[config.mk]
export PLATFORM = sky130hd
export DESIGN_NAME = pisca_leds_multi
export DESIGN_NICKNAME = d
export VERILOG_FILES = /design/src/rtl/pisca_pkg.sv /design/src/rtl/pisca_canal.sv /design/src/rtl/pisca_leds_multi.sv
export SDC_FILE = /design/constraint.sdc
export NUM_CORES = 1
export LEC_CHECK = 0
export ABC_AREA = 1
export BUFFER_PORTS_ARGS = -buffer_cell sky130_fd_sc_hd__buf_2
export CAP_MARGIN = 10
export CORE_ASPECT_RATIO = 1.4
export CORE_MARGIN = 10
export CORE_UTILIZATION = 60
export CTS_CLUSTER_SIZE = 20
export DETAILED_ROUTE_END_ITERATION = 8
export PLACE_DENSITY = 0.87
export SYNTH_ARGS = -nofsm -noshare
export SYNTH_HDL_FRONTEND = slang
export SYNTH_HIERARCHICAL = 1
export SYNTH_SLANG_ARGS = --single-unit
[constraint.sdc]
create_clock -name clk -period 2.7 [get_ports clk]
set_input_delay 0.54 -clock clk [delete_from_list [all_inputs] [get_ports clk]]
set_output_delay 0.54 -clock clk [all_outputs]
set_load 0.01 [all_outputs]
[src/rtl/pisca_pkg.sv]
// Shared types and defaults for the multi-channel LED driver.
package pisca_pkg;

  typedef enum logic [1:0] {
    MODE_OFF   = 2'd0,
    MODE_ON    = 2'd1,
    MODE_BLINK = 2'd2,
    MODE_PWM   = 2'd3
  } modo_t;

  localparam int CNT_W_DEF     = 8;
  localparam int PRESC_DIV_DEF = 1024;

  // Width needed to index n items, never below one bit.
  function automatic int clog2_min1(input int n);
    return (n > 1) ? $clog2(n) : 1;
  endfunction

endpackage

[src/rtl/pisca_canal.sv]
// One LED channel: mode/period/duty registers, tick counter and registered LED.
module pisca_canal
  import pisca_pkg::*;
#(
  parameter int CNT_W = CNT_W_DEF
) (
  input  logic             clk,
  input  logic             rst,
  input  logic             tick,
  input  logic             wr,
  input  logic [1:0]       wmode,
  input  logic [CNT_W-1:0] wperiod,
  input  logic [CNT_W-1:0] wduty,
  output logic             led
);

  modo_t            mode, mode_n;
  logic [CNT_W-1:0] p, p_n, d, d_n, cnt, cnt_n, cnt_inc;
  logic             led_n;

  always_ff @(posedge clk or posedge rst) begin
    if (rst) begin
      mode <= MODE_OFF;
      p    <= '0;
      d    <= '0;
      cnt  <= '0;
      led  <= 1'b0;
    end else begin
      mode <= mode_n;
      p    <= p_n;
      d    <= d_n;
      cnt  <= cnt_n;
      led  <= led_n;
    end
  end

  // cnt is compared against P before incrementing, so it never wraps.
  assign cnt_inc = (cnt == p) ? '0 : cnt + CNT_W'(1);

  always_comb begin
    mode_n = mode;
    p_n    = p;
    d_n    = d;
    cnt_n  = cnt;
    led_n  = led;
    if (wr) begin
      // A write on a tick cycle discards that tick for this channel.
      mode_n = modo_t'(wmode);
      p_n    = wperiod;
      d_n    = wduty;
      cnt_n  = '0;
      case (modo_t'(wmode))
        MODE_ON:  led_n = 1'b1;
        MODE_PWM: led_n = (wduty != '0);
        default:  led_n = 1'b0;
      endcase
    end else if (tick) begin
      case (mode)
        MODE_OFF: begin
          led_n = 1'b0;
          cnt_n = '0;
        end
        MODE_ON: begin
          led_n = 1'b1;
          cnt_n = '0;
        end
        MODE_BLINK: begin
          cnt_n = cnt_inc;
          if (cnt == p) led_n = ~led;
        end
        default: begin
          cnt_n = cnt_inc;
          led_n = (cnt_inc < d);
        end
      endcase
    end
  end

endmodule

[src/rtl/pisca_leds_multi.sv]
// Multi-channel LED driver: shared prescaler tick, write decode, N_CH channels.
module pisca_leds_multi
  import pisca_pkg::*;
#(
  parameter int N_CH      = 4,
  parameter int CNT_W     = CNT_W_DEF,
  parameter int PRESC_DIV = PRESC_DIV_DEF,
  parameter int AW        = clog2_min1(N_CH)
) (
  input  logic             clk,
  input  logic             rst,
  input  logic             we,
  input  logic [AW-1:0]    addr,
  input  logic [1:0]       wmode,
  input  logic [CNT_W-1:0] wperiod,
  input  logic [CNT_W-1:0] wduty,
  output logic             tick,
  output logic [N_CH-1:0]  leds
);

  localparam int            PW        = clog2_min1(PRESC_DIV);
  localparam logic [PW-1:0] PRESC_MAX = PW'(PRESC_DIV - 1);

  logic [PW-1:0]   presc;
  logic [N_CH-1:0] wr;

  // With PRESC_DIV=1 presc stays at 0 and tick is permanently high.
  assign tick = (presc == PRESC_MAX);

  always_ff @(posedge clk or posedge rst) begin
    if (rst)       presc <= '0;
    else if (tick) presc <= '0;
    else           presc <= presc + PW'(1);
  end

  // Addresses at or above N_CH match no channel and are dropped.
  for (genvar gi = 0; gi < N_CH; gi++) begin : g_ch
    assign wr[gi] = we && (addr == AW'(gi));

    pisca_canal #(
      .CNT_W (CNT_W)
    ) u_canal (
      .clk     (clk),
      .rst     (rst),
      .tick    (tick),
      .wr      (wr[gi]),
      .wmode   (wmode),
      .wperiod (wperiod),
      .wduty   (wduty),
      .led     (leds[gi])
    );
  end

endmodule

==> summary.txt, run 1 <==
Finish
  • Area grow syn2layout: 14.5%
  • Fill cell count: around 840
  • Layout cells sized above 1: 0.141
  • Final nets: between 900 and 1k
  • Commonest non-fill, non-tap cell in the layout: nand2_1
  • Most frequent cells in the layout: nand2_1, inv_1, dfrtp_1
  • Number of inserted diodes: 0
  • Final instance area: between 7000 and 8000 um^2

Worst setup path
  • Reg2reg path depth: 18
  • Crit-path max cell delay: roughly 380 ps
  • WS Path Type: flip-flop to flip-flop
  • CP Depth: 18
  • CP top delay family: simple AND/OR/NAND/NOR gates
  • CP Launch Type: flip-flop
  • CP arrival: 2820 ps
  • CP cell instances: inv_1, nor3_1, inv_1, nor2_1, inv_2, nor3_2, inv_1, o21ai_1, nand3_1, inv_1, ha_1, nand2_1, nor2_1, a211oi_2, nand2_1, nand2_1, nand2_1, a21oi_2
  • Buf/Inv on CP: 5
  • R2R setup slack: 220 ps
  • CP max stage cell: dfrtp_1
  • CP required: slightly above 3000 ps
  • Crit. End Element: flip-flop
  • Worst-path maximum fanout: 4

Status
  • Status: finished, final reports clean

STA
  • Max_slew headroom: 0.752
  • Min cycle time layout: between 2000 and 2500 ps
  • Setup Viol. Count Final: 0
  • Final worst path period share: 0.920
  • Final Hold Fails: 0
  • Worst slew pin tran: around 370 ps
  • Max Clock Freq: slightly above 400 MHz
  • Slew Viols, Final: 0
  • Clock skew: around 6.3 ps

Yosys
  • Synth Instances: between 800 and 900
  • Number of synthesized flops with an enable pin: 0
  • Top_reg_cell synth: dfrtp_1
  • FFs w/ async S/R, synth: 1.00
  • Post-Syn Area: around 6700 um^2
  • Mapped Nets: about 940
  • Register area share after synthesis: 0.439
  • Yosys warnings: 6
  • Synth cell types: 29
  • #FFs+latches synth: between 100 and 150
  • Synth area leaders: dfrtp_1, nand2_1, inv_1, ha_1, o21ai_0
  • Largest area contributor in the synthesized netlist: dfrtp_1
  • Syn avg cell area: approximately 7.6 um^2
  • Top-area cell type share of the netlist area: 0.439

Place
  • Dpl hpwl: 11.1 mm
  • GPL Wtd Cong: ~0.9
  • Dpl cell area: 7070 um^2
  • Input/output buffers: 27

Floorplan
  • Die height: between 100 and 150 um
  • Initial Util: 0.615
  • IO Pins: 28
  • Die ar.: between 15000 and 20000 um^2
  • Area of the core: roughly 11000 um^2
  • Width of the chip: 109 um
  • Row cnt: 45

Routing
  • Via count: 5907
  • Routed wire per std cell: approximately 15 um
  • First-pass DRT Iterations: 5
  • Residual DRC count: 0
  • Antenna Nets Post-Route: 0
  • Drt initial violations: approximately 280
  • Vias/cell: ~5.5
  • Drt total wl: 16.5 mm

GRT
  • Largest net degree at the start of global routing: 33
  • First-pass GRT wire length: approximately 28 mm
  • GRT Overall Usage: 0.216
  • Vias in the first global route: approximately 5.8k
  • Initial antenna violation count: 0
  • Grt total ovfl: 0

Power
  • P per Cell Area: 670 nW/um^2
  • Leakage: between 4 and 5 nW
  • Maximum VDD drop: between 500 and 600 uV
  • Pwr Total: roughly 5.2 mW

Clocking
  • Clk sink count: about 120
  • CTS tree: built
  • Num CTS Buffers: 17
  • Worst-path clk slew: around 50 ps
  • Clock tree buffer depth: 2
  • Worst-Skew Late Latency: slightly above 400 ps
  • H-tree depth: 4
  • CTS Hold Buffers Added: 0
  • CTS Root Cell: clkbuf_16

Job
  • MaxCap Viol Count: 0

Worst hold path
  • Hold WC Path Type: input pin to async pin
repair_timing:
item	CTS	global route
resized for setup	0	1
endpoints found under the setup margin	0	1
buffers inserted	0	1
final cells by class:
cell class / count / area, um^2 / share of cell area
clock inverters: 8 / 120 / 0.0156
multi-input cells: 579 / 3100 / 0.403
inverters: 173 / 651 / 0.0846
well taps: 141 / 176 / 0.0229
clock buffers: 24 / 492 / 0.0639
flip-flops and latches: 118 / 2950 / 0.384
repair buffers: 36 / 203 / 0.0264
stage by stage:
stage               worst slack [ps]  hold slack [ps]  utilization  std cells  TNS (ps)
finish                           216              160        0.704       1079         0
global route                   -20.4              185        0.704       1079     -20.4
CTS                              195              171        0.703       1078         0
detailed placement               377              482        0.647       1046         0
global placement                 484              474        0.647       1046         0
floorplan                        625              380            -        882         0
sequential cells by signal, summed over array words and instances, names as in the netlist:
register	flops
g_ch.u_canal/d	32
g_ch.u_canal/p	32
g_ch.u_canal/led	4
presc	10
g_ch.u_canal/mode	8
g_ch.u_canal/cnt	32
path summary, 6_finish.rpt:
check,startpoint,end
min in group clk,wperiod[3],g_ch[1].u_canal/p[3]$_DFFE_PP0P_
max reg2reg,g_ch[3].u_canal/cnt[2]$_DFFE_PP0P_,g_ch[3].u_canal/led$_DFFE_PP0P_
max in group asynchronous,rst,g_ch[3].u_canal/d[2]$_DFFE_PP0P_
min,rst,presc[3]$_DFF_PP0_
min reg2reg,g_ch[3].u_canal/p[7]$_DFFE_PP0P_,g_ch[3].u_canal/p[7]$_DFFE_PP0P_
max,g_ch[3].u_canal/cnt[2]$_DFFE_PP0P_,g_ch[3].u_canal/led$_DFFE_PP0P_
kinds of logic (layout without fill, tap and decap cells):
| kind of cell | Yosys count | in the layout | share of synthesized area |
|---|---|---|---|
| adder cells (fa/ha/maj) | 33 | 33 | 0.0615 |
| AO/OA/AOI/OAI | 130 | 130 | 0.112 |
| AND/OR/NAND/NOR | 399 | 399 | 0.261 |
| flip-flops | 118 | 118 | 0.439 |
| XOR/XNOR | 17 | 17 | 0.0233 |
| buffers and inverters | 185 | 241 | 0.104 |
cell usage after synthesis, types with 6 or more instances:
cell / n
nor2_1: 56
nand3_1: 21
a21oi_1: 10
o22ai_1: 28
o32ai_1: 8
ha_1: 33
a31oi_1: 8
nand2_2: 11
nor3_1: 12
o21ai_0: 64
dfrtp_1: 118
xnor2_1: 13
nand2_1: 266
nor2_4: 6
inv_1: 155
inv_2: 16
clkbuf_1: 12
nand2_4: 9
nor2_2: 7
metal layers:
| layer | share of wire | wire length [um] | vias up | GRT usage |
|---|---|---|---|---|
| li1 | - | - | 2864 | - |
| met1 | 0.40 | 6640 | 2826 | 0.261 |
| met2 | 0.51 | 8400 | 178 | 0.361 |
| met3 | 0.051 | 844 | 39 | 0.0412 |
| met4 | 0.035 | 572 | 0 | 0.0953 |
| met5 | 0 | 0 | - | 0 |
worst reg2reg max path, delay by kind of cell, from the launching register on:
kind                       cells  cell delay [ps]
and+or+nand+nor                9              990
adders and majority gates      1              240
DFF                            1              380
buffers and inverters          5              400
AOI/OAI and AO/OA              3              390
power breakdown:
group	leakage (nW)	internal, mW	switching [mW]	total, mW
clock network	0.296	1.54	0.775	2.32
registers	1.51	1.97	0.113	2.08
logic	2.34	0.256	0.495	0.752
total	4.14	3.77	1.38	5.15
(Power assumes the default switching activity.)
==> run 2: changes to the inputs <==
- ABC_AREA: 1 -> default
==> run 2 against run 1 <==
Final cell count down 15%. Critical path depth shrank 8. Highest routed layer unchanged. Critical endpoint is now g_ch[2].u_canal/led$_DFFE_PP0P_. Sequential share of layout area shrank 1.3 points. Via count grew 0.30%. Die area is 0.75% higher. Critical path type unchanged.
==> summary.txt, run 2 <==
STA
  • Final Hold Fails: 0 (unchanged)
  • Final worst path period share: 0.991 (was 0.920)
  • Hold_ws: 166 ps (was 160 ps)
  • Setup Viol. Count Final: 0 (unchanged)
  • Max Clock Freq: 374 MHz (was 403 MHz)
  • Min cycle time layout: 2680 ps (was 2480 ps)
  • Max_slew headroom: 0.746 (was 0.752)
  • Slew Viols, Final: 0 (unchanged)
  • Setup_tns: 0 ps (unchanged)
  • Worst slew pin tran: 382 ps (was 372 ps)
  • Final WS setup: 24.6 ps (was 216 ps)
  • Clock skew: 7.28 ps (was 6.31 ps)

Routing
  • Residual DRC count: 0 (unchanged)
  • Routed wire per std cell: 20.3 um (was 15.3 um)
  • Vias/cell: 6.45 (was 5.47)
  • Via count: 5925 (was 5907)
  • Drt initial violations: 503 (was 282)
  • Drt total wl: 18.6 mm (was 16.5 mm)
  • Antenna Nets Post-Route: 0 (unchanged)
  • First-pass DRT Iterations: 6 (was 5)

Yosys
  • Top-count cell post-synth: dfrtp_1 (was nand2_1)
  • Synth Instances: 715 (was 882)
  • Post-Syn Area: 6780 um^2 (was 6720 um^2)
  • Register area share after synthesis: 0.436 (was 0.439)
  • Yosys warnings: 6 (unchanged)
  • Commonest cells in the netlist: dfrtp_1, nand2_1, nor2_1, inv_1, xnor2_1 (was nand2_1, inv_1, dfrtp_1, o21ai_0, nor2_1)
  • Top_reg_cell synth: dfrtp_1 (unchanged)
  • FFs w/ async S/R, synth: 1.00 (unchanged)
  • Top-area cell type share of the netlist area: 0.436 (was 0.439)
  • Synth area leaders: dfrtp_1, xnor2_1, ha_1, mux2_2, nand2_1 (was dfrtp_1, nand2_1, inv_1, ha_1, o21ai_0)
  • Syn avg cell area: 9.48 um^2 (was 7.62 um^2)
  • Synth cell types: 39 (was 29)
  • Number of synthesized flops with an enable pin: 0 (unchanged)
  • Largest area contributor in the synthesized netlist: dfrtp_1 (unchanged)
  • Mapped Nets: 771 (was 938)
  • #FFs+latches synth: 118 (unchanged)

Floorplan
  • Row cnt: 45 (unchanged)
  • IO Pins: 28 (unchanged)
  • Area of the core: 11000 um^2 (was 10900 um^2)
  • Die ar.: 16000 um^2 (was 15900 um^2)
  • Width of the chip: 110 um (was 109 um)
  • Initial Util: 0.617 (was 0.615)
  • Die height: 146 um (was 145 um)

Clocking
  • Worst-Skew Late Latency: 420 ps (was 410 ps)
  • Worst-path clk slew: 50 ps (about the same)
  • Clk sink count: 118 (unchanged)
  • CTS Root Cell: clkbuf_16 (unchanged)
  • CTS Hold Buffers Added: 0 (unchanged)
  • Clock tree buffer depth: 2 (unchanged)
  • H-tree depth: 4 (unchanged)
  • Num CTS Buffers: 17 (unchanged)
  • CTS tree: built (unchanged)

Place
  • Cell Count Post-Placement: 874 (was 1046)
  • Input/output buffers: 27 (unchanged)
  • GPL Wtd Cong: 0.956 (was 0.904)
  • DP Worst Slack: 1.20 ps (was 377 ps)
  • Dpl hpwl: 11.4 mm (was 11.1 mm)

Worst setup path
  • Buf/Inv on CP: 0 (was 5)
  • R2R setup slack: 20 ps (was 220 ps)
  • Crit. End Element: flip-flop (unchanged)
  • Crit path from: g_ch[2].u_canal/cnt[4]$_DFFE_PP0P_ (was g_ch[3].u_canal/cnt[2]$_DFFE_PP0P_)
  • CP Depth: 10 (was 18)
  • CP top delay family: simple AND/OR/NAND/NOR gates (unchanged)
  • Origin of the critical flop-to-flop path: g_ch[2].u_canal/cnt[4]$_DFFE_PP0P_ (was g_ch[3].u_canal/cnt[2]$_DFFE_PP0P_)
  • Crit Reg-Reg Endpoint: g_ch[2].u_canal/led$_DFFE_PP0P_ (was g_ch[3].u_canal/led$_DFFE_PP0P_)
  • Reg2reg path depth: 10 (was 18)
  • Crit-path max cell delay: 430 ps (was 380 ps)
  • CP Launch Type: flip-flop (unchanged)
  • Crit path capture: g_ch[2].u_canal/led$_DFFE_PP0P_ (was g_ch[3].u_canal/led$_DFFE_PP0P_)
  • CP arrival: 2960 ps (was 2820 ps)
  • CP max stage cell: dfrtp_1 (unchanged)
  • CP required: 2990 ps (was 3040 ps)
  • CP cell instances: xnor2_1, nand4_2, nor2_4, nor2_1, ha_1, nand4_1, nor4_1, o21ai_0, a41oi_1, o211ai_1 (was inv_1, nor3_1, inv_1, nor2_1, inv_2, nor3_2, inv_1, o21ai_1, nand3_1, inv_1, ha_1, nand2_1, nor2_1, a211oi_2, nand2_1, nand2_1, nand2_1, a21oi_2)
  • Worst-path maximum fanout: 6 (was 4)
  • WS Path Type: flip-flop to flip-flop (unchanged)

Finish
  • Fill cell count: 703 (was 838)
  • Non-Filler Instances: 918 (was 1079)
  • Layout cells sized above 1: 0.216 (was 0.141)
  • Most frequent cells in the layout: dfrtp_1, nand2_1, nor2_1 (was nand2_1, inv_1, dfrtp_1)
  • Final nets: 820 (was 981)
  • Commonest non-fill, non-tap cell in the layout: dfrtp_1 (was nand2_1)
  • Top flop regs: g_ch.u_canal/cnt x32, g_ch.u_canal/d x32, g_ch.u_canal/p x32 (unchanged)
  • Area grow syn2layout: 17.7% (was 14.5%)
  • Number of inserted diodes: 0 (unchanged)

Power
  • P per Cell Area: 688 nW/um^2 (was 670 nW/um^2)
  • Reported net switching power: 1.50 mW (was 1.38 mW)
  • Clk network pwr share: 0.441 (was 0.450)
  • Maximum VDD drop: 525 uV (was 505 uV)
  • Reg power frac: 0.397 (was 0.404)
  • Gate power share: 0.163 (was 0.146)
  • Cell-internal power: 3.99 mW (was 3.77 mW)
  • Leakage: 3.39 nW (was 4.14 nW)
  • Sw Share: 0.274 (was 0.268)

Worst hold path
  • Hold WC Path Type: input pin to async pin (unchanged)

GRT
  • GRT Overall Usage: 0.219 (was 0.216)
  • Largest net degree at the start of global routing: 48 (was 33)
  • Grt total ovfl: 0 (unchanged)
  • Initial antenna violation count: 0 (unchanged)
  • First-pass GRT wire length: 28.1 mm (was 27.5 mm)
  • Vias in the first global route: 5977 (was 5825)

Status
  • Status: finished, final reports clean (unchanged)

Job
  • MaxCap Viol Count: 0 (unchanged)
## run 2: cell count changes after synthesis, moves of 17 or more
cell and delta:
nand2_1 -189, inv_1 -88, xnor2_1 +42, o22ai_1 -28, mux2_2 +36, nor2_1 +17
## run 2: area by class of cell
type	count	area, um^2	share of cell area
Clock inverter	8	145	0.0182
Multi-Input combinational cell	503	3580	0.449
Tap cell	141	176	0.0221
Clock buffer	24	482	0.0604
Inverter	67	251	0.0315
Sequential cell	118	2960	0.371
Timing Repair Buffer	57	385	0.0483
## run 2: worst min path at each step
stage	end	slack, ps	cells after the start
floorplan	presc[0]$_DFF_PP0_	380	1
global placement	presc[9]$_DFF_PP0_	470	1
detailed placement	presc[8]$_DFF_PP0_	490	1
CTS	presc[7]$_DFF_PP0_	160	2
global route	presc[5]$_DFF_PP0_	190	2
finish	presc[7]$_DFF_PP0_	170	2
## run 2: power by group through the flow
stage	Sequential (mW)	Combinational, mW	Clock, mW
5_1_grt	2.20	0.979	2.52
4_1_cts	2.16	0.808	2.43
2_1_floorplan	2.12	0.612	0
6_report	2.18	0.893	2.42
3_3_place_gp	2.18	0.745	0
3_5_place_dp	2.18	0.790	0
## run 2: repair_timing
| item | in CTS | in global routing |
|---|---|---|
| gates resized for setup | 1 | 27 |
| buffers inserted | 0 | 11 |
| setup endpoints to repair | 1 | 4 |
| cloned | 0 | 1 |
| pin swaps | 0 | 16 |
## run 2: kinds of logic (layout without fill, tap and decap cells)
logic type,after synthesis,in the layout,share of synthesized area
adders and majority gates,33,33,0.0609
AOI/OAI and AO/OA,135,135,0.132
and+or+nand+nor,237,238,0.175
muxes,36,36,0.0598
buffers and inverters,95,156,0.0578
DFF,118,118,0.436
xor gates and xnor gates,61,61,0.0788
## run 2: per-layer routing
metal,vias up,global-route usage,share of wire
met5,-,0,0
met4,0,0.128,0.058
met3,99,0.0514,0.075
met2,367,0.368,0.51
met1,2858,0.240,0.36
li1,2601,-,-
## run 2: stage by stage
| stage | cell area (um^2) | utilization | power, mW |
|---|---|---|---|
| after floorplan | 6780 | - | 2.73 |
| after global placement | 7120 | 0.649 | 2.92 |
| after detailed placement | 7120 | 0.649 | 2.97 |
| after CTS | 7750 | 0.706 | 5.40 |
| after global routing | 7980 | 0.727 | 5.69 |
| final | 7980 | 0.727 | 5.49 |
## run 2: worst register-to-register path, stage by stage (launching register included)
cell	delay (ps)
dfrtp_1	430
xnor2_1	350
nand4_2	290
nor2_4	210
nor2_1	90
ha_1	320
nand4_1	160
nor4_1	280
o21ai_0	120
a41oi_1	170
o211ai_1	110
==> run 3: changes to the inputs <==
--- a/config.mk
+++ b/config.mk
@@ -13,5 +13,7 @@
 export CTS_CLUSTER_SIZE = 20
 export DETAILED_ROUTE_END_ITERATION = 8
+export GPL_ROUTABILITY_DRIVEN = 0
 export PLACE_DENSITY = 0.87
+export SKIP_CTS_REPAIR_TIMING = 1
 export SYNTH_ARGS = -nofsm -noshare
 export SYNTH_HDL_FRONTEND = slang
==> constraint.sdc (replaced) <==
create_clock -name clk -period 2.7 [get_ports clk]
set_input_delay 0.405 -clock clk [delete_from_list [all_inputs] [get_ports clk]]
set_output_delay 0.405 -clock clk [all_outputs]
set_load 0.01 [all_outputs]
==> run 3 against run 2 <==
The run now ends with setup timing left. Register-to-register slack worse by 130 ps. Setup slack worse by 130 ps. Hold slack worse by 140 ps. Sequential power about the same. Non-clock buffer count up 2. Die area unchanged. Global-route usage up 0.63 points. Cell area down 0.42%. Critical endpoint unchanged. Largest cell class unchanged. Largest power group unchanged.
==> summary.txt, run 3 (synthesis results as in run 2) <==
Worst setup path
  • R2R setup slack: -110 ps (was 20 ps)
  • Crit-path max cell delay: 480 ps (was 430 ps)
  • CP cell instances: xnor2_2, nand4_2, nor2_4, nor2_1, ha_1, nand4_1, nor4_1, o21ai_0, a41oi_1, o211ai_1 (was xnor2_1, nand4_2, nor2_4, nor2_1, ha_1, nand4_1, nor4_1, o21ai_0, a41oi_1, o211ai_1)
  • Worst-path maximum fanout: 7 (was 6)
  • Crit. End Element: flip-flop (unchanged)
  • Origin of the critical flop-to-flop path: g_ch[2].u_canal/cnt[3]$_DFFE_PP0P_ (was g_ch[2].u_canal/cnt[4]$_DFFE_PP0P_)
  • CP Launch Type: flip-flop (unchanged)
  • CP max stage cell: dfrtp_1 (unchanged)
  • CP required: 2960 ps (was 2990 ps)
  • WS Path Type: flip-flop to flip-flop (unchanged)
  • Reg2reg path depth: 10 (unchanged)
  • Crit Reg-Reg Endpoint: g_ch[2].u_canal/led$_DFFE_PP0P_ (unchanged)
  • CP arrival: 3070 ps (was 2960 ps)

Clocking
  • Num CTS Buffers: 17 (unchanged)
  • H-tree depth: 4 (unchanged)
  • Worst-Skew Late Latency: 410 ps (was 420 ps)
  • Worst-path clk slew: 50 ps (about the same)
  • CTS Root Cell: clkbuf_16 (unchanged)
  • Clk sink count: 118 (unchanged)
  • CTS tree: built (unchanged)
  • Clock tree buffer depth: 2 (unchanged)

Routing
  • Vias/cell: 6.60 (was 6.45)
  • Via count: 6055 (was 5925)
  • Drt initial violations: 642 (was 503)
  • Routed wire per std cell: 20.6 um (was 20.3 um)
  • Residual DRC count: 0 (unchanged)
  • First-pass DRT Iterations: 6 (unchanged)
  • Antenna Nets Post-Route: 0 (unchanged)
  • Drt total wl: 18.9 mm (was 18.6 mm)

Status
  • Status: complete, but fails checks (was finished, final reports clean)
  • Failing checks: setup timing

Finish
  • Fill cell count: 675 (was 703)
  • Layout cells sized above 1: 0.219 (was 0.216)
  • Area grow syn2layout: 17.2% (was 17.7%)
  • Commonest non-fill, non-tap cell in the layout: dfrtp_1 (unchanged)
  • Number of inserted diodes: 0 (unchanged)
  • Area of the multi-input gates: 3540 um^2 (was 3580 um^2)
  • Register area: 2960 um^2 (about the same)
  • Most frequent cells in the layout: dfrtp_1, nand2_1, nor2_1 (unchanged)
  • Final instance area: 7950 um^2 (was 7980 um^2)
  • Top flop regs: g_ch.u_canal/cnt x32, g_ch.u_canal/d x32, g_ch.u_canal/p x32 (unchanged)
  • Final nets: 821 (was 820)

Power
  • Cell-internal power: 4.01 mW (was 3.99 mW)
  • Reported net switching power: 1.47 mW (was 1.50 mW)
  • Leakage: 3.39 nW (about the same)
  • Clk network pwr share: 0.437 (was 0.441)
  • Maximum VDD drop: 537 uV (was 525 uV)
  • Pwr Total: 5.48 mW (was 5.49 mW)
  • Reg power frac: 0.397 (about the same)
  • Gate power share: 0.166 (was 0.163)
  • Sw Share: 0.268 (was 0.274)
  • P per Cell Area: 690 nW/um^2 (was 688 nW/um^2)

Place
  • Dpl cell area: 7110 um^2 (was 7120 um^2)
  • Dpl hpwl: 11.6 mm (was 11.4 mm)
  • Input/output buffers: 27 (unchanged)
  • DP Worst Slack: 117 ps (was 1.20 ps)

GRT
  • Vias in the first global route: 6023 (was 5977)
  • GRT Overall Usage: 0.225 (was 0.219)
  • Grt total ovfl: 0 (unchanged)
  • Largest net degree at the start of global routing: 48 (unchanged)
  • Initial antenna violation count: 0 (unchanged)
  • First-pass GRT wire length: 29.0 mm (was 28.1 mm)

Job
  • MaxCap Viol Count: 0 (unchanged)

Floorplan
  • Width of the chip: 110 um (unchanged)
  • Die ar.: 16000 um^2 (unchanged)
  • Initial Util: 0.617 (unchanged)
  • Row cnt: 45 (unchanged)
  • IO Pins: 28 (unchanged)
  • Area of the core: 11000 um^2 (unchanged)
  • Die height: 146 um (unchanged)

STA
  • Max_slew headroom: 0.326 (was 0.746)
  • Final Hold Fails: 0 (unchanged)
  • Clock skew: 5.91 ps (was 7.28 ps)
  • Min cycle time layout: 2810 ps (was 2680 ps)
  • Slew Viols, Final: 0 (unchanged)
  • Hold_ws: 29.3 ps (was 166 ps)
  • Final worst path period share: 1.04 (was 0.991)
  • Setup_tns: -165 ps (was 0 ps)
  • Worst slew pin tran: 1010 ps (was 382 ps)
  • RSZ-0062 raised after global routing: true
  • Final WS setup: -109 ps (was 24.6 ps)
  • Setup Viol. Count Final: 2 (was 0)
  • Max Clock Freq: 356 MHz (was 374 MHz)

Worst hold path
  • Hold WC Path Type: input pin to async pin (unchanged)
==> run 3: cell count changes in the layout (fill, tap and decap cells not counted), sizes merged <==
| cell | change |
|---|---|
| buf | +2 |
| clkbuf | -2 |
| clkinv | +2 |
| clkinvlp | -1 |
| nor2 | -1 |
==> run 3: layout make-up <==
type / instances / share of cell area
flip-flops and latches: 118 / 0.372
clock inverters: 9 / 0.0186
well taps: 141 / 0.0222
repair buffers: 59 / 0.0488
clock buffers: 22 / 0.0609
multi-input cells: 502 / 0.445
inverters: 67 / 0.0316
==> run 3: how the worst max path moves through the flow <==
| stage | start | end | slack (ps) |
|---|---|---|---|
| 3_3_place_gp | g_ch[3].u_canal/cnt[2]$_DFFE_PP0P_ | g_ch[3].u_canal/led$_DFFE_PP0P_ | 200 |
| 3_5_place_dp | g_ch[2].u_canal/cnt[3]$_DFFE_PP0P_ | g_ch[2].u_canal/led$_DFFE_PP0P_ | 120 |
| 2_1_floorplan | g_ch[0].u_canal/cnt[3]$_DFFE_PP0P_ | g_ch[0].u_canal/led$_DFFE_PP0P_ | 370 |
| 5_1_grt | g_ch[0].u_canal/cnt[1]$_DFFE_PP0P_ | g_ch[0].u_canal/led$_DFFE_PP0P_ | -140 |
| 6_report | g_ch[2].u_canal/cnt[3]$_DFFE_PP0P_ | g_ch[2].u_canal/led$_DFFE_PP0P_ | -110 |
| 4_1_cts | g_ch[2].u_canal/cnt[3]$_DFFE_PP0P_ | g_ch[2].u_canal/led$_DFFE_PP0P_ | -70 |
==> run 3: layer usage <==
layer	vias up	GRT usage	part of all wire
met4	0	0.146	0.077
met2	418	0.373	0.50
met5	-	0	0
li1	2592	-	-
met3	160	0.0505	0.081
met1	2885	0.247	0.34
==> run 3: power by group through the flow <==
| stage | registers (mW) | logic [mW] | clock network, mW |
|---|---|---|---|
| global placement | 2.17 | 0.740 | 0 |
| finish | 2.18 | 0.909 | 2.40 |
| floorplan | 2.12 | 0.612 | 0 |
| global route | 2.20 | 0.990 | 2.51 |
| detailed placement | 2.18 | 0.785 | 0 |
| CTS | 2.16 | 0.823 | 2.42 |
==> run 3: critical path, delay by kind of cell, from the launching register on <==
kind,cells,cell delay [ps]
AO/OA/AOI/OAI,3,520
XOR/XNOR,1,240
adder cells (fa/ha/maj),1,310
flip-flops,1,480
AND/OR/NAND/NOR,5,1100
==> run 3: metrics by stage <==
stage          cells   util
6_report         918  0.724
5_1_grt          918  0.724
4_1_cts          904  0.706
3_5_place_dp     873  0.648
3_3_place_gp     873  0.648
2_1_floorplan    715      -
